## src/rtl/squarer_pkg.sv

```systemverilog
// Shared constants for the 3-bit squarer.
package squarer_pkg;
  localparam int SQ_IN_W       = 3;
  localparam int SQ_OUT_W      = 6;
  localparam int SQ_MAX_RESULT = 49;
endpackage

```

## src/rtl/squarer_core.sv

```systemverilog
// Combinational sum-of-products square of a 3-bit unsigned operand.
module squarer_core (
  input  logic a0,
  input  logic a1,
  input  logic a2,
  output logic y0,
  output logic y1,
  output logic y2,
  output logic y3,
  output logic y4,
  output logic y5
);
  // Bit 1 of any square is always zero, so it is tied off.
  assign y0 = a0;
  assign y1 = 1'b0;
  assign y2 = a1 & ~a0;
  assign y3 = a0 & (a1 ^ a2);
  assign y4 = a2 & (~a1 | a0);
  assign y5 = a2 & a1;
endmodule

```

## src/rtl/squarer_ckt.sv

```systemverilog
// Registered 3-bit squarer with 1-cycle latency; SQUARER_CKT_PARITY_EN adds a y_par output.
module squarer_ckt
  import squarer_pkg::*;
(
  output logic y0,
  output logic y1,
  output logic y2,
  output logic y3,
  output logic y4,
  output logic y5,
  input  logic a0,
  input  logic a1,
  input  logic a2,
  input  logic clk,
  input  logic rst,
  input  logic in_valid,
  output logic out_valid
`ifdef SQUARER_CKT_PARITY_EN
  , output logic y_par
`endif
);
  logic [SQ_OUT_W-1:0] sq;
  logic [SQ_OUT_W-1:0] y_d, y_q;
  logic                vld_d, vld_q;

  squarer_core u_core (
    .a0(a0), .a1(a1), .a2(a2),
    .y0(sq[0]), .y1(sq[1]), .y2(sq[2]), .y3(sq[3]), .y4(sq[4]), .y5(sq[5])
  );

  // Result holds when no operand is presented.
  assign y_d   = in_valid ? sq : y_q;
  assign vld_d = in_valid;

  always_ff @(posedge clk) begin
    if (rst) begin
      y_q   <= '0;
      vld_q <= 1'b0;
    end else begin
      y_q   <= y_d;
      vld_q <= vld_d;
    end
  end

  assign {y5, y4, y3, y2, y1, y0} = y_q;
  assign out_valid = vld_q;

`ifdef SQUARER_CKT_PARITY_EN
  logic par_d, par_q;
  assign par_d = ^y_d;

  always_ff @(posedge clk) begin
    if (rst) par_q <= 1'b0;
    else     par_q <= par_d;
  end

  assign y_par = par_q;
`endif
endmodule

```

## config.mk

```make
export PLATFORM = sky130hd
export DESIGN_NAME = squarer_ckt
export DESIGN_NICKNAME = d
export VERILOG_FILES = /design/src/rtl/squarer_pkg.sv /design/src/rtl/squarer_core.sv /design/src/rtl/squarer_ckt.sv
export SDC_FILE = /design/constraint.sdc
export NUM_CORES = 1
export LEC_CHECK = 0
export BUFFER_PORTS_ARGS = -buffer_cell sky130_fd_sc_hd__buf_4
export CAP_MARGIN = 10
export CORE_AREA = 2 2 39 41
export CTS_BUF_LIST = sky130_fd_sc_hd__clkbuf_8
export CTS_CLUSTER_DIAMETER = 120
export DETAILED_ROUTE_END_ITERATION = 8
export DIE_AREA = 0 0 41 43
export PLACE_DENSITY = 0.43
export SLEW_MARGIN = 20
export SYNTH_ARGS = -nofsm -noshare
export SYNTH_HDL_FRONTEND = slang
export SYNTH_HIERARCHICAL = 1
export SYNTH_SLANG_ARGS = --single-unit
export TNS_END_PERCENT = 100
```

## constraint.sdc

```tcl
create_clock -name clk -period 1 [get_ports clk]
set_input_delay 0.15 -clock clk [delete_from_list [all_inputs] [get_ports clk]]
set_output_delay 0.15 -clock clk [all_outputs]
set_load 0.01 [all_outputs]
```

==> results.sh <==
export IMPL_status="finished clean"
export IMPL_drive_above_1_share_pct=46.3
export IMPL_first_global_vias=207
export IMPL_reg2reg_to="y_q[1]$_SDFFE_PP0P_"
export IMPL_rows=14
export IMPL_synth_cell_type_count=11
export IMPL_syn_area_per_cell_um2=10.8
export IMPL_end_kind="primary output"
export IMPL_intPower_uw=616
export IMPL_p_sw_share_pct=20.9
export IMPL_clk_latency_ns=0.22
export IMPL_setup_worst_path_class="flip-flop to primary output"
export IMPL_rrSetupSlack_ns=0.41
export IMPL_die_width_um=41
export IMPL_antenna_cells=0
export IMPL_cp_num_cells=1
export IMPL_ios=13
export IMPL_startpoint_type="flip-flop"
export IMPL_synthCells=28
export IMPL_setup_viol=0
export IMPL_post_layout_nonfiller_instances=57
export IMPL_clockBufferDepth=2
export IMPL_place_gp_congestion=0.683
export IMPL_maxCapViolCount=0
export IMPL_critPathMaxStageDelay_ns=0.34
export IMPL_crit_fanout=2
export IMPL_drtAntennaViolNets=0
export IMPL_hold_buffers=0
export IMPL_grt_pass1_wl_um=897
export IMPL_grt_usage_pct=8.74
export IMPL_synth_fa_ha_area_share_pct=4.15
export IMPL_synthMuxAreaShare_pct=19.9
export IMPL_antenna_found_initial=0
export IMPL_rsz0062_at_grt="no"
export IMPL_synth_compound_area_share_pct=0
export IMPL_core_area_mm2=0.00138
export IMPL_route_detailed_drc=0
export IMPL_cts_root_buf="clkbuf_8"
export IMPL_fill_cells=157
export IMPL_grt_max_degree=8
export IMPL_hold_viol=0
export IMPL_worst_ep_arrival_time_ns=0.69
export IMPL_io_buffers=12
export IMPL_critical_path_startpoint="y_q[0]$_SDFFE_PP0P_"
export IMPL_syn_nets=35
export IMPL_critical_path_slowest_cell="dfxtp_1"
export IMPL_seqPwrFrac_pct=38.7
export IMPL_fin_skew_ns=0
export IMPL_period_share_pct=83.6
export IMPL_min_period_ns=0.836
export IMPL_p_switching_uw=163
export IMPL_post_cts_setup_buffer_count=0
export IMPL_max_freq_mhz=1200
export IMPL_r2r_start="y_q[1]$_SDFFE_PP0P_"
export IMPL_cts_resized=0
export IMPL_avgViaCountPerCell=3.74
export IMPL_ys_warn_count=6
export IMPL_cts_clk_slew_worst_paths_ns=0.04
export IMPL_synth_xor_area_share_pct=0
export IMPL_yosysSeqAreaShare_pct=46.5
export IMPL_cts_sinks=7
export IMPL_p_leak_nw=0.217
export IMPL_p_comb_share_pct=11.6
export IMPL_wirelength_um=539
export IMPL_hp_class="input port to flip-flop"
export IMPL_die_h_um=43
export IMPL_crit_required_ns=0.85
export IMPL_grt_overflow=0
export IMPL_yosys_register_bits=7
export IMPL_final_setup_worst_slack_ns=0.164
export IMPL_placed_cells=53
export IMPL_drtIter0Drc=2
export IMPL_r2r_cells=2
export IMPL_crit_path_end="y0"
export IMPL_synthSimpleGateAreaFrac_pct=19.5
export IMPL_worstPathCellList="buf_4"
export IMPL_clkPwrFrac_pct=49.7
export IMPL_cp_top_family="flip-flops"
export IMPL_synth_top_family_by_area="multiplexers"
export IMPL_syn_to_final_growth_pct=43.2
export IMPL_start_util_pct=21.8
export IMPL_htree_num_levels=1
export IMPL_num_vias=213
export IMPL_drt_first_pass_iters=2
export IMPL_maxSlewViolCount=0
export IMPL_nNetsFinal=49
export IMPL_fp_dieArea_mm2=0.00176
export IMPL_cts_buffers=3
export IMPL_pre_cts_ws_ns=-0.0276
export IMPL_max_vdd_ir_drop_uv=637
export IMPL_wl_per_cell_um=9.46
export IMPL_power_density_mw_per_mm2=1810
export IMPL_syn_area_um2=302
export IMPL_worst_path_buf_inv=1
export IMPL_cts_tree="yes"
Yosys cell counts:
| cell | number | area [um2] |
|---|---|---|
| dfxtp_1 | 7 | 140 |
| mux2i_1 | 6 | 60.1 |
| nor2_1 | 6 | 22.5 |
| buf_4 | 2 | 15.0 |
| and2_2 | 1 | 7.51 |
| buf_6 | 1 | 11.3 |
| conb_1 | 1 | 3.75 |
| ha_1 | 1 | 12.5 |
| nor2b_1 | 1 | 6.26 |
| nor2b_2 | 1 | 8.76 |
| nor2b_4 | 1 | 13.8 |
registers in the layout, indices dropped and copies added (netlist names):
| signal | count |
|---|---|
| out_valid | 1 |
| y_q | 6 |
final cells by class:
| class | instances | area [um2] | share of cell area, % |
|---|---|---|---|
| clock inverters | 1 | 5.00 | 1.16 |
| clock buffers | 3 | 41.3 | 9.57 |
| multi-input cells | 18 | 135 | 31.3 |
| flip-flops and latches | 7 | 140 | 32.5 |
| repair buffers | 12 | 90.1 | 20.9 |
| well taps | 16 | 20.0 | 4.64 |
cell families after synthesis:
| kind of cell | count (synthesis) |
|---|---|
| DFF | 7 |
| muxes | 6 |
| and+or+nand+nor | 10 |
| other | 1 |
| adders and majority gates | 1 |
| buffers and inverters | 3 |
layer usage:
metal  vias to the layer above  GRT usage [%]  wire [um]
met1                        96           9.03        236
met5                         -              0          0
met4                         0           8.00          0
met3                         0           7.85         46
li1                        111              -          -
met2                         6           10.0        256
power groups by stage:
stage          Sequential [mW]  Combinational, mW  Clock [mW]
2_1_floorplan            0.313             0.0456           0
5_1_grt                  0.302              0.101       0.429
6_report                 0.301             0.0905       0.387
3_3_place_gp             0.305             0.0902           0
4_1_cts                  0.301             0.0927       0.403
3_5_place_dp             0.306             0.0924           0
through the flow:
step	TNS (ns)	power (mW)	instance area [um2]	hold WS (ns)	utilization [%]
6_report	0	0.779	432	0.136	31.2
4_1_cts	0	0.797	432	0.135	31.2
5_1_grt	0	0.832	432	0.142	31.2
3_3_place_gp	-0.0128	0.396	385	0.377	27.8
2_1_floorplan	0	0.358	302	0.222	-
3_5_place_dp	-0.0276	0.398	385	0.375	27.8
worst min path at each step:
stage / from / endpoint / slack (ns) / cells past startpoint
3_3_place_gp: rst / out_valid$_SDFF_PP0_ / 0.38 / 2
3_5_place_dp: rst / out_valid$_SDFF_PP0_ / 0.38 / 2
5_1_grt: rst / out_valid$_SDFF_PP0_ / 0.14 / 2
6_report: rst / out_valid$_SDFF_PP0_ / 0.14 / 2
2_1_floorplan: rst / out_valid$_SDFF_PP0_ / 0.22 / 1
4_1_cts: rst / out_valid$_SDFF_PP0_ / 0.13 / 2
layout by cell type, fill, tap and decap left out:
master | synthesis | routed
nor2b_1 | 1 | 1
clkbuf_8 | 0 | 3
buf_4 | 2 | 12
nor2b_4 | 1 | 1
ha_1 | 1 | 1
clkinv_2 | 0 | 1
dfxtp_1 | 7 | 7
nor2_1 | 6 | 6
conb_1 | 1 | 1
and2_2 | 1 | 1
mux2i_1 | 6 | 6
nor2b_2 | 1 | 1
Note: power is estimated with default switching activity, not from simulation.
